File: src/rtl/rv32_muldiv_pkg.sv
// Shared op encodings, FSM state type and op-classification helpers for the
// radix-2 RV32M multiply/divide unit.
package rv32_muldiv_ops;

   localparam logic [2:0] MUL    = 3'b000;
   localparam logic [2:0] MULH   = 3'b001;
   localparam logic [2:0] MULHSU = 3'b010;
   localparam logic [2:0] MULHU  = 3'b011;
   localparam logic [2:0] DIV    = 3'b100;
   localparam logic [2:0] DIVU   = 3'b101;
   localparam logic [2:0] REM    = 3'b110;
   localparam logic [2:0] REMU   = 3'b111;

   typedef enum logic [1:0] {
      IDLE,
      CALC,
      DONE
   } state_t;

   function automatic logic is_div(input logic [2:0] op);
      return op[2];
   endfunction

   function automatic logic is_signed1(input logic [2:0] op);
      return (op == MULH) || (op == MULHSU) || (op == DIV) || (op == REM);
   endfunction

   function automatic logic is_signed2(input logic [2:0] op);
      return (op == MULH) || (op == DIV) || (op == REM);
   endfunction

endpackage

File: src/rtl/rv32_muldiv_step.sv
// One radix-2 iteration: shift-add for multiply, restoring shift-subtract for
// divide. hi holds the accumulator/partial remainder, lo the multiplier/quotient.
module rv32_muldiv_step #(
   parameter int XLEN = 32
) (
   input  logic            div_mode,
   input  logic [XLEN-1:0] hi_in,
   input  logic [XLEN-1:0] lo_in,
   input  logic [XLEN-1:0] operand_in,
   output logic [XLEN-1:0] hi_out,
   output logic [XLEN-1:0] lo_out
);

   logic [XLEN:0]   sum;
   logic [XLEN:0]   shifted;
   logic [XLEN-1:0] diff;
   logic            fits;

   always_comb begin
      sum     = {1'b0, hi_in} + (lo_in[0] ? {1'b0, operand_in} : '0);
      shifted = {hi_in, lo_in[XLEN-1]};
      fits    = shifted >= {1'b0, operand_in};
      // when the divisor fits, the true difference is below 2^XLEN
      diff    = shifted[XLEN-1:0] - operand_in;
      if (div_mode) begin
         hi_out = fits ? diff : shifted[XLEN-1:0];
         lo_out = {lo_in[XLEN-2:0], fits};
      end else begin
         hi_out = sum[XLEN:1];
         lo_out = {sum[0], lo_in[XLEN-1:1]};
      end
   end

endmodule

File: src/rtl/rv32_muldiv.sv
// Multi-cycle RV32M multiply/divide unit with handshake, flush and early-out.
// Optional RV32_MULDIV_FAST_MUL_EN: multiplies complete in one cycle.
module rv32_muldiv
   import rv32_muldiv_ops::*;
#(
   parameter int XLEN = 32
) (
   input  logic            clk,
   input  logic            reset_n,
   input  logic            valid_in,
   input  logic [2:0]      op_in,
   input  logic [XLEN-1:0] rs1_value_in,
   input  logic [XLEN-1:0] rs2_value_in,
   input  logic            flush_in,
   output logic            ready_out,
   output logic            valid_out,
   output logic [XLEN-1:0] result_out
);

   localparam int CW = $clog2(XLEN);
   localparam logic [XLEN-1:0] SMIN = {1'b1, {(XLEN-1){1'b0}}};

   state_t          state;
   logic [2:0]      op_q;
   logic [XLEN-1:0] hi_q, lo_q, opnd_q;
   logic [CW-1:0]   cnt_q;
   logic            neg_q, ready_q, done_q;

   logic            accept, sign1, sign2, neg_in, div_zero, div_ovf;
   logic [XLEN-1:0] abs1, abs2, step_hi, step_lo;

   always_comb begin
      accept   = valid_in && ready_q && !flush_in;
      sign1    = is_signed1(op_in) && rs1_value_in[XLEN-1];
      sign2    = is_signed2(op_in) && rs2_value_in[XLEN-1];
      abs1     = sign1 ? -rs1_value_in : rs1_value_in;
      abs2     = sign2 ? -rs2_value_in : rs2_value_in;
      neg_in   = (op_in == REM) ? sign1 : (sign1 ^ sign2);
      div_zero = is_div(op_in) && (rs2_value_in == '0);
      div_ovf  = ((op_in == DIV) || (op_in == REM)) &&
                 (rs1_value_in == SMIN) && (rs2_value_in == '1);
   end

`ifdef RV32_MULDIV_FAST_MUL_EN
   logic signed [XLEN:0]     fm_a, fm_b;
   logic signed [2*XLEN+1:0] fm_p;

   always_comb begin
      fm_a = signed'({is_signed1(op_in) && rs1_value_in[XLEN-1], rs1_value_in});
      fm_b = signed'({is_signed2(op_in) && rs2_value_in[XLEN-1], rs2_value_in});
      fm_p = fm_a * fm_b;
   end
`endif

   rv32_muldiv_step #(.XLEN(XLEN)) u_step (
      .div_mode   (is_div(op_q)),
      .hi_in      (hi_q),
      .lo_in      (lo_q),
      .operand_in (opnd_q),
      .hi_out     (step_hi),
      .lo_out     (step_lo)
   );

   always_ff @(posedge clk or negedge reset_n) begin
      if (!reset_n) begin
         state   <= IDLE;
         op_q    <= '0;
         hi_q    <= '0;
         lo_q    <= '0;
         opnd_q  <= '0;
         cnt_q   <= '0;
         neg_q   <= 1'b0;
         ready_q <= 1'b1;
         done_q  <= 1'b0;
      end else begin
         done_q <= 1'b0;
         case (state)
            IDLE: begin
               if (accept) begin
                  op_q <= op_in;
                  if (div_zero || div_ovf) begin
                     // quotient lands in lo, remainder in hi; no sign fix-up
                     lo_q    <= div_zero ? '1 : rs1_value_in;
                     hi_q    <= div_zero ? rs1_value_in : '0;
                     neg_q   <= 1'b0;
                     state   <= DONE;
                     ready_q <= 1'b0;
                     done_q  <= 1'b1;
`ifdef RV32_MULDIV_FAST_MUL_EN
                  end else if (!is_div(op_in)) begin
                     {hi_q, lo_q} <= fm_p[2*XLEN-1:0];
                     neg_q   <= 1'b0;
                     state   <= DONE;
                     ready_q <= 1'b0;
                     done_q  <= 1'b1;
`endif
                  end else begin
                     hi_q    <= '0;
                     lo_q    <= is_div(op_in) ? abs1 : abs2;
                     opnd_q  <= is_div(op_in) ? abs2 : abs1;
                     neg_q   <= neg_in;
                     cnt_q   <= CW'(XLEN - 1);
                     state   <= CALC;
                     ready_q <= 1'b0;
                  end
               end
            end
            CALC: begin
               if (flush_in) begin
                  state   <= IDLE;
                  ready_q <= 1'b1;
               end else begin
                  hi_q  <= step_hi;
                  lo_q  <= step_lo;
                  cnt_q <= cnt_q - 1'b1;
                  if (cnt_q == '0) begin
                     state  <= DONE;
                     done_q <= 1'b1;
                  end
               end
            end
            default: begin
               state   <= IDLE;
               ready_q <= 1'b1;
            end
         endcase
      end
   end

   logic [2*XLEN-1:0] prod;
   logic [XLEN-1:0]   res;

   always_comb begin
      prod = neg_q ? -{hi_q, lo_q} : {hi_q, lo_q};
      case (op_q)
         MUL:                  res = prod[XLEN-1:0];
         MULH, MULHSU, MULHU:  res = prod[2*XLEN-1:XLEN];
         DIV, DIVU:            res = neg_q ? -lo_q : lo_q;
         default:              res = neg_q ? -hi_q : hi_q;
      endcase
      ready_out  = ready_q;
      valid_out  = done_q && !flush_in;
      result_out = valid_out ? res : '0;
   end

endmodule

File: config.mk
export PLATFORM = sky130hd
export DESIGN_NAME = rv32_muldiv
export DESIGN_NICKNAME = d
export VERILOG_FILES = /design/src/rtl/rv32_muldiv_pkg.sv /design/src/rtl/rv32_muldiv_step.sv /design/src/rtl/rv32_muldiv.sv
export SDC_FILE = /design/constraint.sdc
export NUM_CORES = 1
export LEC_CHECK = 0
export CAP_MARGIN = 20
export CORE_ASPECT_RATIO = 0.5
export CORE_MARGIN = 8
export CORE_UTILIZATION = 48
export CTS_BUF_LIST = sky130_fd_sc_hd__clkbuf_8 sky130_fd_sc_hd__clkbuf_16
export CTS_CLUSTER_SIZE = 40
export DETAILED_ROUTE_END_ITERATION = 16
export PLACE_DENSITY = 0.71
export SETUP_SLACK_MARGIN = 0.3
export SLEW_MARGIN = 20
export SYNTH_ARGS = -nofsm -noshare
export SYNTH_HDL_FRONTEND = slang
export SYNTH_HIERARCHICAL = 1
export SYNTH_SLANG_ARGS = --single-unit
File: constraint.sdc
create_clock -name clk -period 11.6 [get_ports clk]
set_input_delay 2.32 -clock clk [delete_from_list [all_inputs] [get_ports clk]]
set_output_delay 2.32 -clock clk [all_outputs]
set_load 0.01 [all_outputs]
==> results of run 1 <==
[layer usage]
layer,global-route usage (%),wire length [um],up-vias
met4,9.79,2110,6
met2,43.2,26300,1134
met1,46.8,29100,8632
met5,0,46,-
met3,8.04,8560,144
li1,-,-,8160
[worst register-to-register path: cells and delay by family, from the launching register on]
kind                       cells  cell delay (ns)
AOI/OAI and AO/OA              8             2.05
buffers and inverters          1             0.41
adders and majority gates      1             0.48
and+or+nand+nor                3             0.89
DFF                            1             0.55
[cell usage in the layout (no fill, tap or decap), types with 10 or more instances in the layout]
| cell type | synthesis | layout |
|---|---|---|
| nor2_1 | 219 | 218 |
| a31oi_1 | 44 | 44 |
| o21bai_1 | 11 | 11 |
| a21o_1 | 41 | 41 |
| a31o_2 | 10 | 10 |
| clkdlybuf4s50_1 | 0 | 102 |
| nand2_1 | 110 | 110 |
| a221oi_1 | 40 | 40 |
| o22ai_1 | 18 | 18 |
| a22oi_1 | 14 | 14 |
| dfrtp_1 | 108 | 106 |
| o21ai_0 | 149 | 149 |
| o21a_1 | 15 | 15 |
| and2_1 | 40 | 40 |
| mux2_2 | 57 | 57 |
| nand3_1 | 77 | 77 |
| nor2b_1 | 12 | 11 |
| nand2b_1 | 18 | 18 |
| nor3_1 | 58 | 56 |
| or3_1 | 65 | 64 |
| xor2_1 | 48 | 48 |
| a211oi_1 | 20 | 20 |
| buf_4 | 2 | 31 |
| nand4_1 | 41 | 41 |
| xnor2_1 | 91 | 91 |
| and3_1 | 17 | 17 |
| nor4_1 | 44 | 43 |
| o41ai_1 | 19 | 19 |
| or4_1 | 25 | 25 |
| ha_1 | 71 | 71 |
| o211ai_1 | 20 | 20 |
| inv_1 | 79 | 80 |
| a21oi_1 | 150 | 150 |
| mux2i_1 | 65 | 65 |
| o31ai_1 | 28 | 28 |
[worst min-delay path by stage]
stage,from,to,depth (start not counted)
floorplan,op_q[0],op_q[0],2
global placement,cnt_q[0],cnt_q[0],1
detailed placement,cnt_q[0],cnt_q[0],1
CTS,cnt_q[0],cnt_q[0],1
global route,cnt_q[0],cnt_q[0],1
finish,cnt_q[0],cnt_q[0],1
[registers in the layout (all words and copies together) (netlist names)]
register and cells:
lo_q 32, opnd_q 32, state 2, done_q 1, ready_out 1, neg_q 1
op_q 3, hi_q 32, cnt_q 5
[through the flow]
stage          hold WS (ns)  area [um^2]  setup slack (ns)  instances
2_1_floorplan         0.474        16000              5.86       2177
3_3_place_gp          0.523        17100              4.23       2579
3_5_place_dp          0.519        17100              4.20       2579
4_1_cts               0.531        17400              4.18       2595
5_1_grt               0.583        17400              3.83       2600
6_report              0.530        17400              4.15       2600
[cells by family after synthesis]
group / after synthesis
flip-flops: 109
AND/OR/NAND/NOR: 789
adder cells (fa/ha/maj): 73
multiplexers: 122
buffers and inverters: 251
AO/OA/AOI/OAI: 694
XOR/XNOR: 139
[area by class of cell]
type / instances / area [um^2]
clock inverters: 6 / 46.3
inverters: 79 / 297
repair buffers: 133 / 1250
flip-flops and latches: 109 / 2730
diodes: 5 / 12.5
fillers: 3274 / 15500
multi-input cells: 1817 / 12300
well taps: 441 / 552
clock buffers: 10 / 239
[power by group]
group          internal [mW]  switching (mW)
sequential             0.559           0.512
combinational           1.51            2.20
clock                  0.154           0.155
==> results_dict.tcl, run 1 <==
set metrics [dict create \
    outcome "complete, no violations" \
    async_reset_ff_share_pct 100 \
    timing.final.crit_share_pct 64.2 \
    yosys.cell_count.top_type "nor2_1" \
    hold_viol_final 0 \
    clock_path_buffers 2 \
    setup_tns_ns 0 \
    p_leak_nw 6.66 \
    layout-drive-gt1-share_pct 7.99 \
    worstSetupPathType "input pin to output pin" \
    first_pass_iters 6 \
    slew_headroom_pct 27.2 \
    startpoint "flush_in" \
    synth_cell_types 93 \
    insertion_delay_ns 0.36 \
    drtAntennaViolNets 0 \
    regToRegSetupSlack_ns 7.18 \
    yosysWarnings 6 \
    cp.required_ns 9.28 \
    synth_compound_area_share_pct 29.3 \
    grt_remaining_overflow 0 \
    track_usage_pct 31.4 \
    syn_area_per_cell_um2 7.34 \
    cts_resized 0 \
    hp-class "flop to flop" \
    grt_pass1_vias 15700 \
    synth_top_area_cell "dfrtp_1" \
    pin_count 105 \
    min_period_ns 7.45 \
    routed_wl_um 66100 \
    numCtsBuffers 9 \
    crit_buf_inv 4 \
    cts.sinks 109 \
    crit_path_top_delay_cell "clkdlybuf4s50_1" \
    crit_path_end_kind "output pin" \
    post-route-util_pct 52.9 \
    worst-path-stages 9 \
    setup-violations-final 0 \
    die_y_um 145 \
    drv_cap 0 \
    grt_pass1_wl_um 98600 \
    num_vias 18100 \
    synth_common_cells "219 x nor2_1, 150 x a21oi_1, 149 x o21ai_0, 148 x clkbuf_1, 110 x nand2_1" \
    core-area_um2 32900 \
    ir_drop_mv 0.134 \
    post_cts_buffers 0 \
    cts_tree "yes" \
    crit_end "result_out[31]" \
    regToRegEndpoint "hi_q[23]" \
    hold_buffers 0 \
    p_total_mw 5.08 \
    syn2layout_area_growth_pct 9.09 \
    dieArea_um2 39700 \
    place.gp.congestion 1.01 \
    ys_seq_area_share_pct 17.1 \
    drc 0 \
    synth_edf_count 0 \
    cts_root_buffer "clkbuf_16" \
    crit_path_start_kind "input pin" \
    dr.first_iter.drc_count 2898 \
    cp_cell_sequence "clkdlybuf4s50_1 > nand2b_1 > buf_4 > inv_1 > o31ai_1 > a311oi_1 > nand4_1 > nor4_1 > clkdlybuf4s50_1" \
    hpwlAfterDp_um 49900 \
    portBuffers 104 \
    synth_top_area_share_pct 16.9 \
    synth-main-ff-cell "dfrtp_1" \
    initial_core_util_pct 48.5 \
    htreeDepth 3 \
    rsz0062_at_grt "no" \
    reg2reg_depth 13 \
    synth.ff_latch_count 109 \
    synth_fa_ha_area_share_pct 5.81 \
    antenna_found_initial 7 \
    grt_max_degree 85 \
    maxSlewViolCount 0 \
    skew_ns 0.0156 \
    nets 2293 \
    wl_per_cell_um 25.4 \
    path_max_fanout 27 \
    synth_area_leaders "dfrtp_1 17%, ha_1 5.6%, nor2_1 5.1%" \
    dieWidth_um 274 \
    path_common_cell "clkdlybuf4s50_1" \
    syn-cell-area_um2 16000 \
    synth_mux_area_share_pct 8.09 \
    placementRows 47 \
    max_freq_mhz 134 \
    slowest_delay_ns 0.61 \
    yosys.area_share.xor_xnor_pct 7.62 \
    viasPerCell 6.95 \
    worst_pin_slew_ns 1.09 \
    worstPathArrival_ns 5.13 \
    synth-simple-area-share_pct 26.0 \
    synth_top_family_by_area "compound AO/OA/AOI/OAI gates" \
    syn_nets 2321 \
    crit_family "buffers and inverters" \
    path_clk_slew_ns 0.08 \
    powerDensity_nw_per_um2 292 \
    syn_inst 2177 \
    r2r-start "hi_q[4]" \
]
No activity file was read; power rests on OpenSTA's default activity.
==> run 2, diff against run 1 <==
==> constraint.sdc (replaced) <==
create_clock -name clk -period 6.9 [get_ports clk]
set_input_delay 1.38 -clock clk [delete_from_list [all_inputs] [get_ports clk]]
set_output_delay 1.38 -clock clk [all_outputs]
set_load 0.01 [all_outputs]
==> run 2 against run 1 <==
Sequential power increased by 60%. Utilization increased by 0.26 points. Cell area increased by 0.50%. Flip-flop and latch count unchanged. Critical path depth decreased by 2. Count of clock-buffer cells in the layout decreased by 1. Final cell count increased by 0.27%. Clock skew increased by 0.0050 ns. Worst hold slack improved by 0.0017 ns. Die area unchanged. Largest power group unchanged. Setup slack got worse by 2.8 ns.
==> results_dict.tcl, run 2 (synthesized netlist as in run 1, its figures left out) <==
set metrics [dict create \
    r2r-start "hi_q[4]" \
    regToRegSetupSlack_ns 2.54 \
    layout_setup_ws_ns 1.40 \
    placementRows 47 \
    first_pass_iters 8 \
    powerDensity_nw_per_um2 490 \
    setup-violations-final 0 \
    outcome "complete, no violations" \
    core-area_um2 32900 \
    p_total_mw 8.58 \
    hp-class "flop to flop" \
    dieWidth_um 274 \
    hold_viol_final 0 \
    grt_max_degree 84 \
    crit_path_start_kind "flop" \
    hold_buffers 0 \
    drc 0 \
    final_common_cell "nor2_1" \
    path_clk_slew_ns 0.09 \
    skew_ns 0.0206 \
    cp.required_ns 5.52 \
    worstPathArrival_ns 4.12 \
    portBuffers 104 \
    setup_tns_ns 0 \
    insertion_delay_ns 0.38 \
    hold_start "cnt_q[0]" \
    min_period_ns 5.50 \
    drtAntennaViolNets 0 \
    crit_end "result_out[29]" \
    hpwlAfterDp_um 49300 \
    dr.first_iter.drc_count 2960 \
    clock_path_buffers 2 \
    cts_root_buffer "clkbuf_16" \
    cts_resized 0 \
    worst_pin_slew_ns 1.14 \
    rsz0062_at_grt "no" \
    numCtsBuffers 9 \
    post-route-util_pct 53.2 \
    syn2layout_area_growth_pct 9.63 \
    layout-drive-gt1-share_pct 8.37 \
    wl_per_cell_um 25.2 \
    place.gp.congestion 1.02 \
    num_vias 18200 \
    timing.final.crit_share_pct 79.8 \
    viasPerCell 7.00 \
    slew_headroom_pct 24.0 \
    grt_pass1_vias 16400 \
    crit_path_end_kind "output pin" \
    max_freq_mhz 182 \
    fillers 3255 \
    grt_remaining_overflow 0 \
    maxSlewViolCount 0 \
    regToRegEndpoint "hi_q[5]" \
    antenna_found_initial 4 \
    top_regs "hi_q: 32 flops, lo_q: 32 flops, opnd_q: 32 flops" \
    dieArea_um2 39700 \
    path_max_fanout 10 \
    p_leak_nw 6.71 \
    worstSetupPathType "flop to output pin" \
    pin_count 105 \
    nets 2301 \
    preCtsSetupSlack_ns 1.56 \
    drv_cap 0 \
    routed_wl_um 65800 \
    post_cts_buffers 0 \
    cts_tree "yes" \
    cts.sinks 109 \
    reg2reg_depth 13 \
    final_cell_mix "218 x nor2_1, 150 x a21oi_1, 149 x o21ai_0" \
    startpoint "lo_q[4]" \
    htreeDepth 3 \
    die_y_um 145 \
    grt_pass1_wl_um 100000 \
    track_usage_pct 31.6 \
    initial_core_util_pct 48.5 \
    ir_drop_mv 0.249 \
]
[run 2: changes by cell type in the layout (fill, tap and decap cells not counted)]
cell        previous run  this run
clkbuf_8               1         0
clkinvlp_4             3         0
inv_1                 80        79
nor2_2                 2         1
buf_4                 31        39
inv_8                  1         3
clkinv_4               0         1
diode_2                5         4
nor2_4                 0         1
clkinv_8               0         2
[run 2: how the worst min path moves through the flow]
stage / endpoint / slack, ns / cells past startpoint
3_3_place_gp: cnt_q[0] / 0.51 / 1
4_1_cts: cnt_q[0] / 0.53 / 1
3_5_place_dp: cnt_q[0] / 0.51 / 1
2_1_floorplan: op_q[0] / 0.47 / 2
5_1_grt: cnt_q[0] / 0.56 / 1
6_report: cnt_q[0] / 0.53 / 1
[run 2: power breakdown]
part	internal (mW)	leakage [nW]	total, mW	switching [mW]
Clock	0.262	0.152	0.560	0.298
Combinational	2.56	5.29	6.31	3.75
Sequential	0.940	1.27	1.71	0.773
Total	3.76	6.71	8.58	4.83
[run 2: per-stage QoR]
| step | instance area, um^2 | hold WS (ns) | instances |
|---|---|---|---|
| 2_1_floorplan | 16000 | 0.474 | 2177 |
| 6_report | 17500 | 0.531 | 2607 |
| 4_1_cts | 17500 | 0.527 | 2603 |
| 3_5_place_dp | 17200 | 0.514 | 2587 |
| 5_1_grt | 17500 | 0.564 | 2607 |
| 3_3_place_gp | 17200 | 0.509 | 2587 |
[run 2: final cells by class]
cell class	count	area, um^2	area share [%]
Multi-Input combinational cell	1817	12300	70.2
Sequential cell	109	2730	15.6
Timing Repair Buffer	141	1310	7.50
Tap cell	441	552	3.15
Inverter	79	297	1.69
Clock buffer	9	225	1.29
Clock inverter	7	83.8	0.479
Antenna cell	4	10.0	0.0572
[run 2: critical path, cell delays in order (launching register included)]
cell,delay (ns)
dfrtp_1,0.43
or4_1,0.71
nor3_2,0.84
nand4_1,0.34
mux2i_1,0.28
o221ai_1,0.13
a221oi_1,0.38
clkdlybuf4s50_1,0.63
[run 2: layer usage]
layer | wire [um] | GRT usage [%]
met4 | 2250 | 9.87
met3 | 9370 | 8.89
met1 | 28000 | 46.2
met2 | 26200 | 44.0
met5 | 0 | 0
